## config.mk

```make
export PLATFORM = sky130hd
export DESIGN_NAME = program_counter
export DESIGN_NICKNAME = d
export VERILOG_FILES = /design/src/rtl/program_counter.sv
export SDC_FILE = /design/constraint.sdc
export NUM_CORES = 1
export LEC_CHECK = 0
export ABC_AREA = 1
export CAP_MARGIN = 10
export CORE_MARGIN = 10
export CORE_UTILIZATION = 40
export CTS_CLUSTER_DIAMETER = 30
export DETAILED_ROUTE_END_ITERATION = 16
export PLACE_DENSITY = 0.75
export SYNTH_ARGS = -nofsm -noshare
export SYNTH_HDL_FRONTEND = slang
export SYNTH_SLANG_ARGS = --single-unit
export TNS_END_PERCENT = 1
```

## constraint.sdc

```tcl
create_clock -name clk -period 1.2 [get_ports clk]
set_input_delay 0.24 -clock clk [delete_from_list [all_inputs] [get_ports clk]]
set_output_delay 0.24 -clock clk [all_outputs]
set_load 0.05 [all_outputs]
```

## src/rtl/program_counter.sv

```systemverilog
// Program counter: each rising edge loads a jump target, increments, or holds.
// The asynchronous active-high reset clears the address to 0.
module program_counter #(
  parameter int unsigned WIDTH = 16
) (
  output logic [WIDTH-1:0] out,
  input  logic [WIDTH-1:0] in,
  input  logic             load,
  input  logic             inc,
  input  logic             reset,
  input  logic             clk
);

  logic [WIDTH-1:0] out_d;
  logic [WIDTH-1:0] out_q;

  // Next address: load has priority over increment; the increment wraps modulo 2**WIDTH.
  always_comb begin
    out_d = out_q;
    if (load) begin
      out_d = in;
    end else if (inc) begin
      out_d = out_q + WIDTH'(1);
    end
  end

  // Address register with asynchronous clear.
  always_ff @(posedge clk or posedge reset) begin
    if (reset) begin
      out_q <= '0;
    end else begin
      out_q <= out_d;
    end
  end

  assign out = out_q;

endmodule

```

After elaboration in Yosys (flattened, before gate mapping). Index checks and enable logic that the tools add are counted.

Register bits after elaboration: 16. Input port bits: 20. Output and inout bits: 16. Word-level logic and storage cells: 5.

$add $sub $neg: 1. Mux-type cells: 2. Reductions and logical operators: 1.

Operator list (count): 16-bit two-way mux (2); 16-bit by 1-bit adder with 16-bit output, second input constant (1); 2-bit nonzero test (1).

Longest topological paths before layout. Gate-level depths: netlist (run 1).

Word-level depth: 3. Mapped depth: 8. Gate-level depth less buffers: 8.

Worst setup path before layout (run 1). Ideal clock, no wire load.

Path kind: flip-flop to flip-flop. Start: register out_q[0] (netlist: out[0]). End: register out_q[10] (netlist: out[10]). Library setup time: 0.123 ns. Arrival: 1.488 ns. Required time: 1.077 ns. Setup slack: -0.410 ns. Cell stages (with the launch flop): 9. Path buffers: 0. Clock period less this slack: 1.610 ns. Cell sequence: dfrtp_1 -> ha_1 -> nand3_2 -> inv_2 -> nand2_2 -> nor2_1 -> nand2_1 -> nand3_1 -> nand2_1.

Longest elaborated chain between the ends: 3.

Ends and longest elaborated chain: start, declared (line 15) `logic [WIDTH-1:0] out_q;`; start signal, assigned (line 32) `out_q <= out_d;`; 16-bit by 1-bit adder with 16-bit output (line 23) `out_d = out_q + WIDTH'(1);`; 16-bit two-way mux (line 22) `end else if (inc) begin`; 16-bit two-way mux (line 20) `if (load) begin`.

Every way passes these cells. The select of a mux whose other input is x is not followed. A chain may end at the register's enable or synchronous reset.

Worst setup path after layout (run 1).
Start: register out_q[1] (netlist: out[1]). End: output port out[1].

RTL lines: end, declared (line 6) `output logic [WIDTH-1:0] out,`.

No word-level cell between the ends.

==> reports/metrics.yaml, run 1 <==
yosys:
  synth_seq_cells: 16
  syn_inst: 135
  synth_top_cell_area_share_pct: 38.0
  synth_warnings: 0
  netlist_top_cells_area: "dfrtp_1 (38%), nand2_1 (11%), a22oi_1 (9.3%)"
  synth_area_leader_cell: "dfrtp_1"
  synth_area_mm2: 0.00105
  synth_nets: 156
  synth_cell_type_count: 23
  synth_area_per_cell_um2: 7.79
  yosysSeqAreaShare_pct: 38.0
critical_path:
  crit_required_ns: 0.96
  arrival_ns: 1.06
  worstSetupPathType: "flop to output pin"
  critical_path.max_fanout: 3
  cp-end-kind: "output pin"
  start_kind: "flop"
timing:
  slew_viol_final: 0
  worst_pin_slew_ns: 0.405
  relSlewSlack_pct: 72.9
  clock.fmax_mhz: 772
  finalClockSkew_ns: 0.00915
  finalWorstSetupSlack_ns: -0.0957
  worst_hold_slack_ns: 0.252
  period_minus_slack_ns: 1.30
  final_hold_viol_count: 0
  fin_setup_tns_ns: -0.747
  rsz0062_at_grt: "true"
  finalCritPeriodShare_pct: 108
  setup_viol: 17
global_routing:
  grt_pass1_wl_um: 5830
  grt_pass1_vias: 1215
  grt_start_max_net_pins: 17
  grtUsageTotal_pct: 14.0
  grt-ovfl-total: 0
  antenna_found_initial: 0
worst_hold_path:
  min_path_type: "input pin to asynchronous set/reset pin"
placement:
  portBuffers: 35
  pre_cts_slack_ns: -0.402
  place_hpwl_um: 2750
  place_inst: 212
  gp_congestion: 0.868
  placed_cell_area_mm2: 0.00173
clock_tree:
  cts_tree: "yes"
  root_buffer: "clkbuf_4"
  clock_latency_ns: 0.30
  cts_buffers: 3
  cts_htree_levels: 1
  clock_sinks: 16
  cts_max_path_buffers: 2
  cts.clk_slew.worst_paths_ns: 0.11
route:
  vias_per_cell: 5.65
  vias: 1255
  avgRoutedWirePerCell_um: 18.0
  ant_nets: 0
  drtIter0Drc: 111
  firstDrtPassIters: 4
  wl_um: 3990
  drc: 0
final_layout:
  final_area_mm2: 0.00190
  drive_above_1_share_pct: 40.6
  fillers: 164
  stdcell_count: 222
  largest_register_ffs: 16
  fin_util_pct: 76.0
  final_nets: 214
  synthToLayoutAreaGrowth_pct: 80.5
  antenna-diode-count: 0
floorplanning:
  die_area_mm2: 0.00508
  floorplan.initialDensity_pct: 42.1
  die_h_um: 71.3
  core_area_mm2: 0.00250
  rows: 18
  die_x_um: 71.3
  ios: 36
job:
  cap_viol_max_count: 0
run_status:
  status: "finished with violations"
  violations: "setup timing"
power:
  ir_drop_mv: 0.927
  power_density_mw_per_mm2: 1090
  power_mw: 2.07
  cellLeakagePower_nw: 0.832
[cell families (layout without fill, tap and decap cells)]
family | after synthesis | in the layout | synth area share (%)
xor gates and xnor gates | 7 | 7 | 5.83
adders and majority gates | 1 | 1 | 1.19
DFF | 16 | 16 | 38.0
AOI/OAI and AO/OA | 23 | 23 | 15.3
and+or+nand+nor | 72 | 72 | 33.3
buffers and inverters | 16 | 73 | 6.30
[synth_stat cells (all sizes together)]
library cell  instances
xor2                  3
o211ai                1
nor2                 16
ha                    1
inv                  12
nand3                14
clkinv                1
nand4                 3
a22oi                13
xnor2                 4
dfrtp                16
o21ai                 4
buf                   3
o21bai                3
a21oi                 2
nand2                39
[per-layer routing]
layer  track usage, %  up-vias  wire length (um)
met2             25.4       64              2130
met1             15.1      609              1470
met5                0        -                 0
met3             1.93       20               221
li1                 -      562                 -
met4             7.74        0               161
[worst max-delay path, cell delays in order, from the launching register on]
cell and delay [ns]:
dfrtp_2 0.45, buf_4 0.16, buf_12 0.14
[cell usage in the layout, fill, tap and decap left out, types with 2 or more instances in the layout]
| cell | netlist | final |
|---|---|---|
| nand2_1 | 32 | 30 |
| clkdlybuf4s50_1 | 0 | 19 |
| buf_12 | 0 | 16 |
| a22oi_1 | 13 | 13 |
| dfrtp_2 | 0 | 13 |
| nand3_1 | 12 | 12 |
| buf_4 | 1 | 12 |
| inv_1 | 9 | 9 |
| buf_6 | 0 | 9 |
| nor2_4 | 2 | 8 |
| nor2_1 | 9 | 8 |
| nand2_2 | 7 | 6 |
| xnor2_1 | 4 | 4 |
| nand4_1 | 3 | 3 |
| inv_2 | 3 | 3 |
| nand2_4 | 0 | 3 |
| o21bai_1 | 3 | 3 |
| xor2_1 | 3 | 3 |
| o21ai_1 | 3 | 3 |
| clkbuf_4 | 0 | 3 |
| dfrtp_1 | 16 | 3 |
| a21oi_1 | 2 | 2 |
[path summary, 6_finish.rpt]
check	start	end	slack, ns	cells past startpoint
min in group clk	in[3]	out[3]$_DFFE_PP0P_	0.50	3
hold / removal	reset	out[1]$_DFFE_PP0P_	0.25	3
hold reg to reg	out[12]$_DFFE_PP0P_	out[12]$_DFFE_PP0P_	0.60	2
setup / recovery	out[1]$_DFFE_PP0P_	out[1]	-0.1	2
max in group asynchronous	reset	out[11]$_DFFE_PP0P_	0.73	3
setup reg to reg	out[7]$_DFFE_PP0P_	out[14]$_DFFE_PP0P_	-0.09	6
[final cells by class]
type                    instances  area, um^2  area share (%)
multi-input cells             103         658            34.7
well taps                      30        37.5            1.98
clock buffers                   4        36.3            1.91
flip-flops and latches         16         417            21.9
inverters                      13        48.8            2.57
repair buffers                 56         702            37.0
[power by group]
group          total (mW)  switching [mW]  internal (mW)  leakage, nW
combinational       0.982           0.500          0.482        0.633
clock               0.382           0.196          0.185       0.0210
sequential          0.708           0.102          0.606        0.179
[timing repair]
| action | 4_1_cts | 5_1_grt |
|---|---|---|
| hold endpoints to repair | 0 | 0 |
| gates resized for setup | 9 | 12 |
| cloned | 0 | 0 |
| hold buffers | 0 | 0 |
| buffers inserted | 6 | 0 |
| pin swaps | 0 | 7 |
| setup endpoints to repair | 23 | 26 |
Power figures use the tool's default switching activity.
==> run 2, diff against run 1 <==
--- a/config.mk
+++ b/config.mk
@@ -11,7 +11,7 @@
 export CORE_UTILIZATION = 40
 export CTS_CLUSTER_DIAMETER = 30
 export DETAILED_ROUTE_END_ITERATION = 16
-export PLACE_DENSITY = 0.75
+export PLACE_DENSITY = 0.74
 export SYNTH_ARGS = -nofsm -noshare
 export SYNTH_HDL_FRONTEND = slang
 export SYNTH_SLANG_ARGS = --single-unit
==> run 2 against run 1 <==
The run still ends with setup timing left. First-iteration DRC count shrank 9.0%. Setup slack gained 0.0077 ns. Combinational power grew 0.9%. Utilization grew 1.2 points. Largest power group unchanged.
==> reports/metrics.yaml, run 2 (synthesis gave the netlist of run 1 again) <==
floorplanning:
  rows: 18  # unchanged
  floorplan.initialDensity_pct: 42.1  # unchanged
  ios: 36  # unchanged
  die_h_um: 71.3  # unchanged
  die_area_mm2: 0.00508  # unchanged
  die_x_um: 71.3  # unchanged
  core_area_mm2: 0.00250  # unchanged
final_layout:
  fillers: 174  # +6.1%
  fin_util_pct: 77.1  # +1.2 points
  seqCellArea_um2: 418  # +0.30%
  final_area_mm2: 0.00193  # +1.5%
  largest_register_ffs: 16  # unchanged
  drive_above_1_share_pct: 44.4  # +3.8 points
  antenna-diode-count: 0  # unchanged
  layout_commonest_cell: "nand2_1"
  multi_input_area_um2: 648  # -1.5%
  final_nets: 218  # +1.9%
  synthToLayoutAreaGrowth_pct: 83.2
  final_cell_mix: "nand2_1 (31), clkdlybuf4s50_1 (19), buf_12 (16)"
placement:
  gp_congestion: 0.891  # +2.6%
  placed_cell_area_mm2: 0.00174  # +0.43%
  place_hpwl_um: 2530  # -8.1%
  pre_cts_slack_ns: -0.397  # +0.00496 ns
  portBuffers: 35  # unchanged
route:
  drc: 0  # unchanged
  wl_um: 3700  # -7.2%
  firstDrtPassIters: 6  # +2
  avgRoutedWirePerCell_um: 16.4  # -8.9%
  drtIter0Drc: 101  # -9.0%
  ant_nets: 0  # unchanged
  vias_per_cell: 5.35  # -5.3%
  vias: 1210  # -3.6%
clock_tree:
  root_buffer: "clkbuf_4"
  cts.clk_slew.worst_paths_ns: 0.10  # about the same
  cts_buffers: 3  # unchanged
  cts_max_path_buffers: 2  # unchanged
  cts_htree_levels: 1  # unchanged
  clock_latency_ns: 0.30  # about the same
  ctsHoldBuffers: 0  # unchanged
  clock_sinks: 16  # unchanged
  cts_tree: "yes"
power:
  power.internal_mw: 1.29  # +1.4%
  switchingPower_uw: 779  # -2.4%
  seqPwrFrac_pct: 33.8  # -0.4 points
  cellLeakagePower_nw: 0.833  # +0.12%
  ir_drop_mv: 1.03  # +11%
  power.share.clock_pct: 18.3  # about the same
  power_density_mw_per_mm2: 1070  # -1.5%
  swShare_pct: 37.6  # -0.90 points
  pwr-share-comb_pct: 47.9  # +0.5 points
timing:
  finalCritPeriodShare_pct: 107  # -0.64 points
  finalClockSkew_ns: 0.00162  # -0.00753 ns
  setup_viol: 16  # -1
  period_minus_slack_ns: 1.29  # -0.00766 ns
  slew_viol_final: 0  # unchanged
  worst_pin_slew_ns: 0.382  # -0.0234 ns
  relSlewSlack_pct: 74.5  # +1.6 points
  finalWorstSetupSlack_ns: -0.0880  # +0.00766 ns
  rsz0062_at_grt: "true"
  final_hold_viol_count: 0  # unchanged
  clock.fmax_mhz: 776  # +0.59%
global_routing:
  grt-ovfl-total: 0  # unchanged
  grt_start_max_net_pins: 17  # unchanged
  grt_pass1_wl_um: 5860  # +0.48%
  antenna_found_initial: 0  # unchanged
  grtUsageTotal_pct: 13.6  # -0.38 points
  grt_pass1_vias: 1215  # unchanged
run_status:
  status: "finished with violations"
  violations: "setup timing"
critical_path:
  cpMaxStageDelayCell: "dfrtp_1"
  arrival_ns: 1.05  # about the same
  crit_required_ns: 0.96  # about the same
  critical_path.max_fanout: 4  # +1
  max_stage_delay_ns: 0.45  # about the same
  cp_cell_sequence: "buf_6 -> buf_12"
  start_kind: "flop"
  cp-end-kind: "output pin"
  worstSetupPathType: "flop to output pin"
worst_hold_path:
  min_path_type: "input pin to asynchronous set/reset pin"
job:
  cap_viol_max_count: 0  # unchanged
## run 2: changes by cell type in the layout (fill, tap and decap cells not counted)
| cell | delta |
|---|---|
| buf_6 | +2 |
| buf_4 | +2 |
| inv_1 | -2 |
| inv_2 | +2 |
| dfrtp_2 | +1 |
| nor2_2 | +5 |
| nor2_1 | -3 |
| nor2_4 | -2 |
| nand2_1 | +1 |
| dfrtp_1 | -1 |
| nand2_4 | -1 |
## run 2: final cells by class
class                      count  share of cell area, %
timing repair buffer          60                   38.4
multi-input combinational    103                   33.6
sequential                    16                   21.7
inverter                      13                   2.53
tap                           30                   1.95
clock buffer                   4                   1.88
## run 2: path summary, 6_finish.rpt
kind	cells past startpoint	slack (ns)	from	endpoint
max	2	-0.09	out[13]$_DFFE_PP0P_	out[13]
min	3	0.24	reset	out[2]$_DFFE_PP0P_
max in group asynchronous	3	0.75	reset	out[8]$_DFFE_PP0P_
min reg2reg	2	0.58	out[4]$_DFFE_PP0P_	out[4]$_DFFE_PP0P_
max reg2reg	8	-0.05	out[0]$_DFFE_PP0P_	out[10]$_DFFE_PP0P_
min in group clk	3	0.50	in[2]	out[2]$_DFFE_PP0P_
## run 2: metal layers
layer,track usage [%],vias up,wire length (um)
li1,-,576,-
met1,16.2,583,1470
met2,23.3,47,1990
met3,4.13,4,223
met4,3.01,0,23
met5,0,-,0
## run 2: worst max-delay path, delay by kind of cell (launching register included)
kind / cells / cell delay (ns)
flops: 1 / 0.45
buf+inv: 2 / 0.29
## run 2: per-stage QoR
stage                     TNS, ns  hold WS (ns)  power, mW  std cells
after global placement      -4.79         0.552       1.57        213
after detailed placement    -5.45         0.569       1.59        213
final                      -0.644         0.237       2.07        226
after CTS                  -0.461         0.249       2.03        224
after floorplan            -0.842         0.153       1.11        135
after global routing        -1.73         0.266       2.16        226
## run 2: power by group through the flow
| stage | combinational [mW] | clock, mW | sequential (mW) |
|---|---|---|---|
| after floorplan | 0.203 | 0 | 0.910 |
| after global placement | 0.864 | 0 | 0.709 |
| after detailed placement | 0.878 | 0 | 0.711 |
| after CTS | 0.959 | 0.377 | 0.693 |
| after global routing | 1.04 | 0.404 | 0.712 |
| final | 0.991 | 0.379 | 0.700 |
## run 2: repair_timing
action	4_1_cts	5_1_grt
resized for setup	12	13
setup buffers	7	2
setup endpoints to repair	25	26
pin swaps	0	4
==> run 3, diff against run 2 <==
--- a/config.mk
+++ b/config.mk
@@ -12,7 +12,7 @@
 export CTS_CLUSTER_DIAMETER = 30
 export DETAILED_ROUTE_END_ITERATION = 16
 export PLACE_DENSITY = 0.74
+export SKIP_LAST_GASP = 1
 export SYNTH_ARGS = -nofsm -noshare
 export SYNTH_HDL_FRONTEND = slang
 export SYNTH_SLANG_ARGS = --single-unit
-export TNS_END_PERCENT = 1
==> run 3 against run 2 <==
The flow still finishes with violations (setup timing). Combinational power up 11%. Clock skew rose by 0.017 ns. Die area stayed put. Utilization up 5.8 points. Via count is 7.0% higher. Final cell count increased by 4.4%. Setup slack worse by 0.0041 ns. Flip-flop and latch count did not move. Sequential power rose by 0.9%. Non-clock buffer count up 10. Cell area grew 7.5%. First-iteration DRC count shrank 12%. Critical path type is now flop to flop. Largest power group unchanged.
==> reports/metrics.yaml, run 3 (synthesis gave the netlist of run 1 again) <==
route:
  firstDrtPassIters: 4  # -2
  vias: 1295  # +7.0%
  avgRoutedWirePerCell_um: 17.4  # +6.4%
  vias_per_cell: 5.49  # +2.5%
  wl_um: 4120  # +11%
  ant_nets: 0  # unchanged
  drtIter0Drc: 89  # -12%
  drc: 0  # unchanged
critical_path:
  start_kind: "flop"
  cpMaxStageDelayCell: "dfrtp_2"
  crit_required_ns: 1.41  # +0.45 ns
  worstSetupPathType: "flop to flop"
  cp_cell_sequence: "buf_6 -> nand2_4 -> nor2_4 -> nand2_2 -> clkinv_1 -> nand3_1 -> nand3_1 -> nand2_1"
  max_stage_delay_ns: 0.40  # -0.05 ns
  critical_path.max_fanout: 5  # +1
  arrival_ns: 1.50  # +0.45 ns
  r2r_start: "out[7]$_DFFE_PP0P_"
  cp-end-kind: "flop"
  crit_top_cell: "nand3_1"
  startpoint: "out[7]$_DFFE_PP0P_"
timing:
  clock.fmax_mhz: 774  # -0.32%
  fin_setup_tns_ns: -0.649  # -0.00488 ns
  finalCritPeriodShare_pct: 108  # +0.34 points
  relSlewSlack_pct: 75.6  # +1.1 points
  finalClockSkew_ns: 0.0190  # +0.0174 ns
  slew_viol_final: 0  # unchanged
  period_minus_slack_ns: 1.29  # +0.00413 ns
  finalWorstSetupSlack_ns: -0.0921  # -0.00413 ns
  setup_viol: 16  # unchanged
  final_hold_viol_count: 0  # unchanged
  rsz0062_at_grt: "true"
  worst_pin_slew_ns: 0.365  # -0.0171 ns
floorplanning:
  ios: 36  # unchanged
  die_area_mm2: 0.00508  # unchanged
  die_x_um: 71.3  # unchanged
  floorplan.initialDensity_pct: 42.1  # unchanged
  rows: 18  # unchanged
  core_area_mm2: 0.00250  # unchanged
  die_h_um: 71.3  # unchanged
final_layout:
  drive_above_1_share_pct: 50.5  # +6.1 points
  largest_register_ffs: 16  # unchanged
  stdcell_count: 236  # +4.4%
  fin_util_pct: 82.9  # +5.8 points
  layout_commonest_cell: "nand2_1"
  synthToLayoutAreaGrowth_pct: 96.9
  antenna-diode-count: 0  # unchanged
  final_cell_mix: "nand2_1 (26), buf_4 (21), clkdlybuf4s50_1 (19)"
  final_nets: 228  # +4.6%
clock_tree:
  cts_max_path_buffers: 2  # unchanged
  clock_latency_ns: 0.31  # about the same
  cts.clk_slew.worst_paths_ns: 0.11  # about the same
  cts_buffers: 3  # unchanged
  cts_tree: "yes"
  clock_sinks: 16  # unchanged
  cts_htree_levels: 1  # unchanged
  ctsHoldBuffers: 0  # unchanged
  root_buffer: "clkbuf_4"
placement:
  gp_congestion: 0.870  # -2.4%
  pre_cts_slack_ns: -0.390  # +0.00742 ns
  place_inst: 212  # -0.47%
  place_hpwl_um: 2560  # +1.4%
  portBuffers: 35  # unchanged
power:
  ir_drop_mv: 0.918  # -11%
  swShare_pct: 38.0  # +0.38 points
  seqPwrFrac_pct: 32.3  # -1.5 points
  switchingPower_uw: 831  # +6.7%
  power.internal_mw: 1.36  # +5.0%
  cellLeakagePower_nw: 0.929  # +12%
  power_density_mw_per_mm2: 1060  # -1.7%
  power.share.clock_pct: 17.4  # -0.9 points
  pwr-share-comb_pct: 50.3  # +2.4 points
job:
  cap_viol_max_count: 0  # unchanged
worst_hold_path:
  min_path_type: "input pin to asynchronous set/reset pin"
global_routing:
  grt-ovfl-total: 0  # unchanged
  grtUsageTotal_pct: 13.9  # +0.30 points
  grt_pass1_vias: 1266  # +4.2%
  grt_start_max_net_pins: 17  # unchanged
  grt_pass1_wl_um: 5910  # +0.82%
  antenna_found_initial: 0  # unchanged
run_status:
  status: "finished with violations"
  violations: "setup timing"
run 3: cell types whose count changed in the layout (fill, tap and decap cells not counted), sizes merged:
cell / delta
buf: +10
run 3: power groups by stage:
stage | logic (mW) | registers [mW] | clock network, mW
4_1_cts | 1.01 | 0.695 | 0.375
3_3_place_gp | 0.853 | 0.718 | 0
2_1_floorplan | 0.205 | 0.913 | 0
3_5_place_dp | 0.872 | 0.721 | 0
5_1_grt | 1.16 | 0.716 | 0.401
6_report | 1.10 | 0.706 | 0.380
run 3: routing by layer:
| layer | vias up | track usage [%] | routed length (um) |
|---|---|---|---|
| met5 | - | 0 | 0 |
| met4 | 0 | 3.44 | 134 |
| met1 | 630 | 16.0 | 1540 |
| li1 | 592 | - | - |
| met2 | 53 | 24.5 | 2180 |
| met3 | 20 | 3.99 | 267 |
run 3: final cells by class:
cell class | count | area [um^2]
Timing Repair Buffer | 70 | 826
Multi-Input combinational cell | 103 | 703
Fill cell | 144 | 428
Sequential cell | 16 | 420
Inverter | 13 | 48.8
Tap cell | 30 | 37.5
Clock buffer | 4 | 36.3
run 3: worst max-delay path, delay by kind of cell (launching register included):
family / cells / cell delay, ns
simple gates: 6 / 0.60
buf+inv: 2 / 0.18
flops: 1 / 0.40
run 3: worst paths after layout:
check,end,slack [ns],cells after the start
worst max-delay path,out[15]$_DFFE_PP0P_,-0.09,8
worst min-delay path,out[9]$_DFFE_PP0P_,0.24,3
worst max register to register,out[15]$_DFFE_PP0P_,-0.09,8
worst min register to register,out[12]$_DFFE_PP0P_,0.61,2
max in group asynchronous,out[0]$_DFFE_PP0P_,0.73,3
min in group clk,out[0]$_DFFE_PP0P_,0.52,3
run 3: per-stage QoR:
stage / hold slack [ns] / power [mW] / area [um^2]
3_5_place_dp: 0.580 / 1.59 / 1740
2_1_floorplan: 0.153 / 1.12 / 1100
4_1_cts: 0.254 / 2.08 / 1950
5_1_grt: 0.264 / 2.27 / 2070
3_3_place_gp: 0.569 / 1.57 / 1740
6_report: 0.235 / 2.19 / 2070
run 3: repair_timing:
action / CTS / global route
gates resized for setup: 12 / 24
endpoints found under the hold margin: 0 / 0
pin swaps: 0 / 11
endpoints found under the setup margin: 24 / 24
buffers inserted: 16 / 4
==> RTL edit 1, RTL diff (flow settings as in run 3) <==
`WIDTH`: 16 -> 32.
--- a/src/rtl/program_counter.sv
+++ b/src/rtl/program_counter.sv
@@ -2,5 +2,5 @@
 // The asynchronous active-high reset clears the address to 0.
 module program_counter #(
-  parameter int unsigned WIDTH = 16
+  parameter int unsigned WIDTH = 32
 ) (
   output logic [WIDTH-1:0] out,
Interface: changed (resized in and out); port bits go from 36 to 68. No check against the original RTL was run, so the function may have changed too.
==> RTL edit 1 against run 3 <==
The run still ends with negative setup slack left; total power up 100%; utilization fell by 1.2 points; clock power grew 140%; worst setup slack worse by 0.23 ns; synthesized cell count is 140% higher; global-route usage up 6.6 points; wire length rose by 140%; die area increased by 80%; design area is 120% higher; hold slack improved by 0.056 ns; synthesized area increased by 120%; sequential cell count grew 16; highest routed layer unchanged.
==> RTL edit 1: results <==
[power_and_ir_drop]
leakage_nw = 2.01
ir_drop_uv = 621

[placed_design]
placed_cell_area_um2 = 3870
dp_hpwl_mm = 6.31
post-place-ws_ns = -0.252
gp_congestion = 0.939
port-buffer-count = 67

[drt]
viasPerCell = 5.37
drtIter0Drc = 265
wirelength_mm = 9.69
first_pass_iters = 5

[setup_path]
reg2regPathDepth = 10
r2r_end = out[21]
arrival_ns = 1.75
reg2reg_from = out[1]
crit_fanout = 5

[yosys]
synth-seq-area-share_pct = 35.1
ys_top_cells_by_area = dfrtp_1 35%, nand2_1 19%, nand3_1 8.1%
synthesis.nets = 366
async_flop_share_pct = 100
synth_common_cells = 113 x nand2_1, 37 x nand3_1, 34 x nor2_1
postSynth.topFlopCell = dfrtp_1

[global_routing]
grt_max_degree = 33
grt_pass1_wl_mm = 14.9
grt_pass1_vias = 3129
track_usage_pct = 20.5

[clock_network]
htreeDepth = 2
cts_made_buffers = 5
cts_root_buf = clkbuf_8
path_clk_slew_ns = 0.06
holdBufCountCts = 0
clock_latency_ns = 0.29

[timing]
fin_tns_setup_ns = -8.28
worst_hold_slack_ns = 0.291
skew_ns = 0.00499
worst_pin_slew_ns = 0.245
fin_ws_ns = -0.320
setup_viol = 57

[cells_and_area]
drive_gt1_share_pct = 45.7
largest_register_ffs = 32
nFillCells = 313
nNetsFinal = 523

[hold_path]
worstHoldPathType = input pin to asynchronous set/reset pin

[run_status]
outcome = finished, violations left
violations = negative setup slack
-- RTL edit 1: how the worst max path moves through the flow --
| stage | start | to | depth (start not counted) |
|---|---|---|---|
| 6_report | out[1] | out[21] | 10 |
| 5_1_grt | out[1] | out[14] | 8 |
| 4_1_cts | out[1] | out[22] | 8 |
| 3_5_place_dp | inc | out[7] | 5 |
| 3_3_place_gp | inc | out[18] | 5 |
| 2_1_floorplan | out[0] | out[30] | 8 |
-- RTL edit 1: report_power, final --
group,total [mW],internal (mW),leakage (nW),switching (mW)
registers,1.37,1.21,0.357,0.157
clock network,0.923,0.511,0.0503,0.413
logic,2.14,1.10,1.60,1.05
total,4.44,2.82,2.01,1.61
-- RTL edit 1: cell families after synthesis --
| kind of cell | after synthesis | share of synthesized area, % |
|---|---|---|
| AO/OA/AOI/OAI | 37 | 11.5 |
| XOR/XNOR | 10 | 3.84 |
| adder cells (fa/ha/maj) | 1 | 0.548 |
| buffers and inverters | 36 | 6.19 |
| flip-flops | 32 | 35.1 |
| AND/OR/NAND/NOR | 213 | 42.8 |
-- RTL edit 1: critical path, stage by stage, from the launching register on --
cell     delay (ns)
dfrtp_2        0.41
buf_6          0.12
nand2_4        0.05
nor2_4         0.17
buf_6          0.12
nand2_4        0.06
nor2_4         0.24
nand2_2        0.09
nand2_1        0.08
nand3_1        0.07
nand2_1        0.06
-- RTL edit 1: stage by stage --
step | std cells | utilization (%)
6_report | 558 | 81.6
3_5_place_dp | 514 | 70.4
3_3_place_gp | 514 | 70.4
4_1_cts | 547 | 78.3
2_1_floorplan | 329 | -
5_1_grt | 558 | 81.6
-- RTL edit 1: area by class of cell --
class / count / area, um^2 / area share [%]
multi-input combinational: 261 / 1520 / 33.7
tap: 72 / 90.1 / 2.00
sequential: 32 / 837 / 18.6
clock buffer: 7 / 96.3 / 2.14
timing repair buffer: 159 / 1850 / 41.2
inverter: 27 / 101 / 2.25
-- RTL edit 1: timing repair --
action | 4_1_cts | 5_1_grt
pin swaps | 13 | 26
endpoints found under the setup margin | 60 | 59
setup buffers | 28 | 20
resized for setup | 36 | 33
-- RTL edit 1: routing by layer --
layer  GRT usage [%]  wire, um  vias to the layer above  share of wire (%)
li1                -         -                     1380                  -
met2            37.2      5060                      155                 52
met3            4.71       761                       33                7.9
met5               0         0                        -                  0
met1            22.8      3590                     1430                 37
met4            7.25       280                        0                2.9
==> RTL edit 2, RTL diff (config.mk and constraints of run 3) <==
Made on the original files. Register the inputs `in`, `load` and `inc` before use, cleared by the reset. The logic sees them one clock later.
--- a/src/rtl/program_counter.sv
+++ b/src/rtl/program_counter.sv
@@ -12,4 +12,20 @@
 );
 
+  logic [WIDTH-1:0] in_q;
+  logic load_q;
+  logic inc_q;
+
+  always_ff @(posedge clk or posedge reset) begin
+    if (reset) begin
+      in_q   <= '0;
+      load_q <= '0;
+      inc_q  <= '0;
+    end else begin
+      in_q   <= in;
+      load_q <= load;
+      inc_q  <= inc;
+    end
+  end
+
   logic [WIDTH-1:0] out_d;
   logic [WIDTH-1:0] out_q;
@@ -18,7 +34,7 @@
   always_comb begin
     out_d = out_q;
-    if (load) begin
-      out_d = in;
-    end else if (inc) begin
+    if (load_q) begin
+      out_d = in_q;
+    end else if (inc_q) begin
       out_d = out_q + WIDTH'(1);
     end
Check against the original RTL: not equivalent (a bounded check fails within 4 cycles, from zero or initial values and one cycle with reset high).
==> RTL edit 2 against run 3 <==
The flow still finishes with violations (negative setup slack); die area up 30%; sequential cell count up 18; sequential power up 90%; final cell count up 20%; synthesized area up 43%; via count up 6.3%; critical path depth down 6; wire length up 1.8%; worst setup slack better by 0.047 ns; fmax up 3.8%; design area up 27%; total power up 71%; critical endpoint is now out[6].
==> RTL edit 2: results <==
[run_status]
outcome = finished, violations left
violations = negative setup slack

[yosys]
synth-seq-area-share_pct = 56.4
synth_common_cells = 38 x nand2_1, 34 x dfrtp_1, 15 x nand3_1
avgSynthCellArea_um2 = 9.55
ys_types = 24
ys_top_cells_by_area = dfrtp_1 56%, nand2_1 9.5%, a22oi_1 5.5%
async_flop_share_pct = 100
synthesis.nets = 179

[cells_and_area]
num-nonclk-inverters = 15
buffers = 73
multi_input_area_um2 = 646
multi_input_cells = 106
nFillCells = 249
antenna_cells = 0
bufAreaShareNonClock_pct = 32.4
nNetsFinal = 256
drive_gt1_share_pct = 42.8
nClkBuffers = 6
seq_area_share_pct = 33.0
clk_share_pct = 5.41

[global_routing]
grt_pass1_wl_mm = 6.71
use_met3_pct = 5.13
use_met2_pct = 20.9
track_usage_pct = 13.3
grt_max_degree = 35
use_met1_pct = 15.3

[clock_network]
post_cts_resized = 13
cts_made_buffers = 5
path_clk_slew_ns = 0.07
clock_latency_ns = 0.29
htreeDepth = 2
cts_root_buf = clkbuf_8
cts.sinks = 34

[setup_path]
crit_fanout = 4
arrival_ns = 1.00

[drt]
via_count = 1377
viasPerCell = 4.85
drtIter0Drc = 84
wl_met3_um = 261
route.met2.wl_mm = 2.03
met1_length_mm = 1.78
first_pass_iters = 4
wirelength_mm = 4.19

[timing]
relSlewSlack_pct = 84.1
fin_ws_ns = -0.0450
fin_tns_setup_ns = -0.297
setup_viol = 13
skew_ns = 0.00565

[placed_design]
port-buffer-count = 35
gp_congestion = 0.854
dp_hpwl_mm = 2.82

[power_and_ir_drop]
p_switching_mw = 1.04
ir_drop_uv = 667
leakage_nw = 1.19
-- RTL edit 2: cell types whose count changed after synthesis, sizes merged, moves of 2 or more --
cell,run 3,this run
nand3,14,16
dfrtp,16,34
nand2,39,42
inv,12,15
a22oi,13,11
-- RTL edit 2: power by group through the flow --
stage / clock (mW) / sequential [mW] / combinational, mW
6_report: 1.30 / 1.34 / 1.10
5_1_grt: 1.38 / 1.35 / 1.17
4_1_cts: 1.32 / 1.34 / 1.04
3_5_place_dp: 0 / 1.36 / 0.925
3_3_place_gp: 0 / 1.35 / 0.912
2_1_floorplan: 0 / 1.57 / 0.214
-- RTL edit 2: cells by family after synthesis --
logic type	synth area share, %
buffers and inverters	5.31
adder cells (fa/ha/maj)	0.829
AO/OA/AOI/OAI	9.62
flip-flops	56.4
XOR/XNOR	4.06
AND/OR/NAND/NOR	23.8
-- RTL edit 2: worst paths after layout --
check                      startpoint      end  slack, ns  depth (start not counted)
setup / recovery               out[6]   out[6]      -0.04                          2
hold reg to reg               in_q[1]   out[1]       0.48                          2
hold / removal                  reset    inc_q       0.29                          3
setup reg to reg               out[0]  out[10]      -0.02                          8
min in group clk                  inc    inc_q       0.38                          1
max in group asynchronous       reset  out[14]       0.71                          3
-- RTL edit 2: metrics by stage --
| step | setup WS, ns | power [mW] | area, um^2 |
|---|---|---|---|
| 6_report | -0.0450 | 3.74 | 2640 |
| 5_1_grt | -0.0987 | 3.90 | 2640 |
| 4_1_cts | -0.0548 | 3.70 | 2540 |
| 3_5_place_dp | 0.00805 | 2.28 | 2240 |
| 3_3_place_gp | 0.0404 | 2.26 | 2240 |
| 2_1_floorplan | -0.157 | 1.78 | 1550 |
-- RTL edit 2: critical path, cell delays in order (launching register included) --
cell and delay [ns]:
dfrtp_2 0.44, buf_6 0.14, buf_12 0.14
